$ cat src/rtl/binary_mul_4_1_uni.sv
// binary_mul_4_1_uni
// Unsigned 4x4 multiplier with a single registered output stage.
// The product comes from an AND-gate partial-product array that is reduced
// by three ripple rows of half/full adders. It is captured into P when en=1.
//
// Ports:
//   clk    in   1  system clock, rising-edge active
//   rst_n  in   1  asynchronous reset, active-HIGH (1 = reset), clears P
//   en     in   1  capture enable
//   A      in   4  unsigned multiplicand
//   B      in   4  unsigned multiplier
//   P      out  8  registered product A*B
module binary_mul_4_1_uni (
  input  logic       clk,
  input  logic       rst_n,
  input  logic       en,
  input  logic [3:0] A,
  input  logic [3:0] B,
  output logic [7:0] P
);

  // Full adder cell: returns {carry, sum}.
  function automatic logic [1:0] fa(input logic a, input logic b, input logic c);
    fa = {(a & b) | (a & c) | (b & c), a ^ b ^ c};
  endfunction

  // One adder row: a half adder in bit 0, then three full adders.
  // Returns the 5-bit result, with the row carry-out in bit 4.
  function automatic logic [4:0] row_add(input logic [3:0] x, input logic [3:0] y);
    logic [4:0] r;
    logic [1:0] s;
    logic       c;
    r    = '0;
    r[0] = x[0] ^ y[0];
    c    = x[0] & y[0];
    for (int k = 1; k < 4; k++) begin
      s    = fa(x[k], y[k], c);
      r[k] = s[0];
      c    = s[1];
    end
    r[4] = c;
    row_add = r;
  endfunction

  logic [3:0] pp0, pp1, pp2, pp3;
  logic [4:0] r1, r2, r3;
  logic [7:0] prod;
  logic [7:0] p_d, p_q;

  always_comb begin
    pp0 = A & {4{B[0]}};
    pp1 = A & {4{B[1]}};
    pp2 = A & {4{B[2]}};
    pp3 = A & {4{B[3]}};
    // Each row retires its LSB as a product bit.
    // It passes the remaining four bits up to be aligned with the next partial product.
    r1   = row_add({1'b0, pp0[3:1]}, pp1);
    r2   = row_add(r1[4:1], pp2);
    r3   = row_add(r2[4:1], pp3);
    prod = {r3, r2[0], r1[0], pp0[0]};
  end

  always_comb begin
    p_d = p_q;
    if (en) p_d = prod;
  end

  always_ff @(posedge clk or posedge rst_n) begin
    if (rst_n) p_q <= 8'h00;
    else       p_q <= p_d;
  end

  assign P = p_q;

endmodule

$ cat config.mk
export PLATFORM = sky130hd
export DESIGN_NAME = binary_mul_4_1_uni
export DESIGN_NICKNAME = d
export VERILOG_FILES = /design/src/rtl/binary_mul_4_1_uni.sv
export SDC_FILE = /design/constraint.sdc
export NUM_CORES = 1
export LEC_CHECK = 0
export ABC_AREA = 1
export CORE_MARGIN = 1
export CORE_UTILIZATION = 49
export CTS_CLUSTER_DIAMETER = 40
export DETAILED_ROUTE_END_ITERATION = 16
export GPL_TIMING_DRIVEN = 0
export PLACE_DENSITY = 0.82
export SYNTH_ARGS = -nofsm -noshare
export SYNTH_HDL_FRONTEND = slang
export SYNTH_SLANG_ARGS = --single-unit
$ cat constraint.sdc
create_clock -name clk -period 0.9 [get_ports clk]
set_input_delay 0.135 -clock clk [delete_from_list [all_inputs] [get_ports clk]]
set_output_delay 0.135 -clock clk [all_outputs]
set_load 0.01 [all_outputs]
# After elaboration in Yosys (flattened, before gate mapping)
# Cells that the tools add are included.
# totals
ff_bits	8
elab_cells	69
# classes
n_bitwise	68
# op_table
cell	n
$and 1x1->1	28
$xor 1x1->1	20
$and 4x4->4	4
$or 1x1->1	16

# Longest topological paths before layout
# depth
ltp_word	20
mapped_depth	18
depth_no_buf	18

# Worst setup path after synthesis
# OpenSTA, ideal clock, no wires.
# synth_timing
path_kind	input port to flip-flop
start	input port B[0]
end	register p_q[6] (netlist: P[6])
stages	16
arrival_ns	3.373
setup_time_ns	0.117
slack_ns	-2.590
t_required_ns	0.783
cell_sequence	nand2_1 > inv_1 > ha_1 > fa_1 > inv_1 > fa_1 > inv_1 > fa_1 > inv_1 > fa_1 > fa_1 > fa_1 > fa_1 > inv_1 > nand2_1 > nand2_1
# synth_via
elab_chain_cells	18
# synth_rtl
element	line	rtl
start: declaration	18	input logic [3:0] B,
$and 4x4->4 *	51	pp0 = A & {4{B[0]}};
$and 1x1->1	35	c = x[0] & y[0];
$and 1x1->1	24	fa = {(a & b) | (a & c) | (b & c), a ^ b ^ c};
$or 1x1->1 (2 in series)	24	
$and 1x1->1	24	
$or 1x1->1 (2 in series)	24	
$xor 1x1->1 (3 in series)	24	
$and 1x1->1	24	
$or 1x1->1 (2 in series)	24	
$and 1x1->1	24	
$or 1x1->1 (2 in series)	24	
$xor 1x1->1 *	24	
end signal: assignment	70	else p_q <= p_d;
end: declaration	48	logic [7:0] p_d, p_q;
# Mark *: on every way between the ends. The rest lies on a longest branch, timed or not.
# A chain may end at the register's enable or synchronous reset.

# Worst setup path in the final report
# layout_timing
start	input port A[1]
end	register p_q[6] (netlist: P[6])
# layout_via
elab_chain_cells	18
# layout_rtl
element	line	rtl
start: declaration	17	input logic [3:0] A,
$and 4x4->4	51	
$and 1x1->1	35	
$and 1x1->1	24	
$or 1x1->1 (2 in series)	24	
$and 1x1->1	24	
$or 1x1->1 (2 in series)	24	
$xor 1x1->1 (3 in series)	24	
$and 1x1->1	24	
$or 1x1->1 (2 in series)	24	
$and 1x1->1	24	
$or 1x1->1 (2 in series)	24	
$xor 1x1->1 *	24	
# Marked as above.

==> impl_results.md <==
- DR WL/cell: around 11 um
- Syn avg cell area: 7.850 um2
- Antenna diode count: 0
- Die ar.: 0.001497 mm2
- Global route total overflow: 0
- Fillers: 79
- Final Hold Viols: 0
- Max clock buf depth: 2
- CTS HTree Levels: 1
- Failing checks: setup timing
- Pin count of the biggest net entering global routing: 10
- 1st-iter DRT viols: 12
- Vias: 557
- Leakage: 0.5613 nW
- I/O pins: 19
- Outcome: finished with violations
- Total of max-cap violations: 0
- Slew @ Worst Pin: just under 0.3 ns
- Multi-input logic area: 432.9 um2
- Setup_tns: -9.830 ns
- Core Region: 0.001171 mm2
- Synthesized area: 659.4 um2
- Final Util: 81.20%
- Clk sink count: 8
- Vias per cell: 4.566
- Placer congestion estimate: 0.7472
- Vias in the first global route: 551
- Antenna Nets Post-Route: 0
- Power Total: 1.278 mW
- Worst-path fanout max: 3
- Synth Net Count: roughly 110
- First-pass GRT wire length: 2.125 mm
- WL final: between 1 and 1.5 mm
- Sequential area share after synthesis: a little under a third
- DRC: 0
- Hold_buf cts: 0
- Max FFs per register: 8
- Period Utilization, post-route: 365.9%
- Crit path capture type: flip-flop
- Root buf cell: clkbuf_4
- Initial antenna violation count: 0
- CTS tree: built
- Min Tclk post-route: 3.293 ns
- DP HPWL: 1.092 mm
- Finished Layout Cells: 122
- Chip height: 38.69 um
- RSZ-0062 raised after global routing: yes
- Arr. time, crit path: approximately 3.4 ns
- CP Launch Type: input pin
- Clock skew: 0 ns
- Synth warn: 0
- Setup violations, final: 8
- Rows: 12
- PD cells: 1344 mW/mm2
- VDD IR max: 1.051 mV
- Total CTS buffers: 3
- Buffers on Ports: 17
- DR pass1 iterations: 6
- Clock insertion delay at the later pin of the skew report: about 0.25 ns
- CP required: 1.04 ns
- Synth unique cells: 8
- Register bit total from synthesis: 8
- WHS: 0.1233 ns
- Achievable Freq: slightly above 300 MHz
- Final nets: 133
- Clk slew on worst S/H paths: 0.05 ns
- Starting Density: 56.30%
- CP Class: in -> reg
- Die Width: 38.69 um
- Placed cells: 115
- Synth Instances: 84
- Headroom to the max-slew limit: between 80 and 90%
- Register area: between 200 and 250 um2
- Fin. max-slew vios: 0
- Hold Path Class: in -> async
- Share of cells above drive strength 1: between 40% and 50%
- Setup slack after layout: -2.393 ns
- Synthesis-to-finish area growth: 44.21%
- Total track usage: 21.99%
==> timing repair <==
item	CTS	global route
buffers inserted	4	0
pin swaps	10	5
resized for setup	69	6
setup endpoints to repair	15	14
==> per-stage QoR <==
stage                     area, um2  setup slack [ns]
final                         950.9            -2.393
after global routing          950.9            -2.459
after CTS                     943.4            -2.453
after detailed placement      909.6            -3.202
after global placement        909.6            -3.129
after floorplan               721.9            -2.424
==> layer usage <==
metal / routed length [um] / vias to the layer above / track usage, %
li1: - / 284 / -
met1: 523 / 260 / 23.40
met2: 731 / 13 / 40.00
met3: 64 / 0 / 10.40
met4: 0 / 0 / 2.586
met5: 0 / - / 0
==> worst max-delay path: stages <==
cell,delay (ns)
buf_8,0.10
nand2_4,0.06
inv_4,0.04
ha_4,0.15
fa_2,0.35
inv_2,0.06
fa_1,0.42
inv_2,0.08
fa_2,0.19
inv_2,0.04
fa_1,0.48
fa_2,0.36
fa_2,0.34
fa_1,0.48
inv_1,0.04
nand2_1,0.06
nand2_1,0.06
==> cells in the mapped netlist, drive strengths merged <==
cell	instances	area, um2
nand3	1	5.000
dfrtp	8	200.2
buf	1	11.26
nand2	38	142.6
fa	8	160.2
ha	4	50.05
inv	24	90.08
==> cell families (layout without fill, tap and decap cells) <==
group         Yosys count  after routing  synth area share [%]
flops                   8              8                 30.36
fa+ha+maj              12             12                 31.88
simple gates           39             39                 22.39
buf+inv                25             49                 15.37
==> where the power goes <==
part	switching, mW	leakage [nW]	total [mW]	internal [mW]
logic	0.285	0.446	0.551	0.266
registers	0.0300	0.101	0.455	0.425
clock network	0.119	0.0138	0.271	0.152
total	0.434	0.561	1.28	0.844
==> layout make-up <==
type / count / share of cell area (%)
multi-input combinational: 51 / 45.53
clock buffer: 3 / 2.368
timing repair buffer: 21 / 18.29
inverter: 24 / 9.737
buffer: 1 / 1.184
sequential: 8 / 21.05
tap: 14 / 1.842
==> final timing paths <==
| kind | depth (start not counted) | end | from | slack (ns) |
|---|---|---|---|---|
| worst max-delay path | 17 | P[6] | A[1] | -2.39 |
| worst min-delay path | 2 | P[7] | rst_n | 0.12 |
| worst max register to register | 3 | P[5] | P[5] | 0.16 |
| worst min register to register | 2 | P[7] | P[7] | 0.47 |
| max in group asynchronous | 2 | P[2] | rst_n | 0.55 |
| min in group clk | 3 | P[3] | en | 0.14 |
==> placed cells by master (no fill, tap or decap), drive strengths merged <==
master	Yosys	final
nand2	38	38
ha	4	4
dlygate4sd2	0	1
clkbuf	0	3
fa	8	8
inv	24	24
clkdlybuf4s50	0	3
nand3	1	1
buf	1	18
dfrtp	8	8
Power figures use the tool's default switching activity.
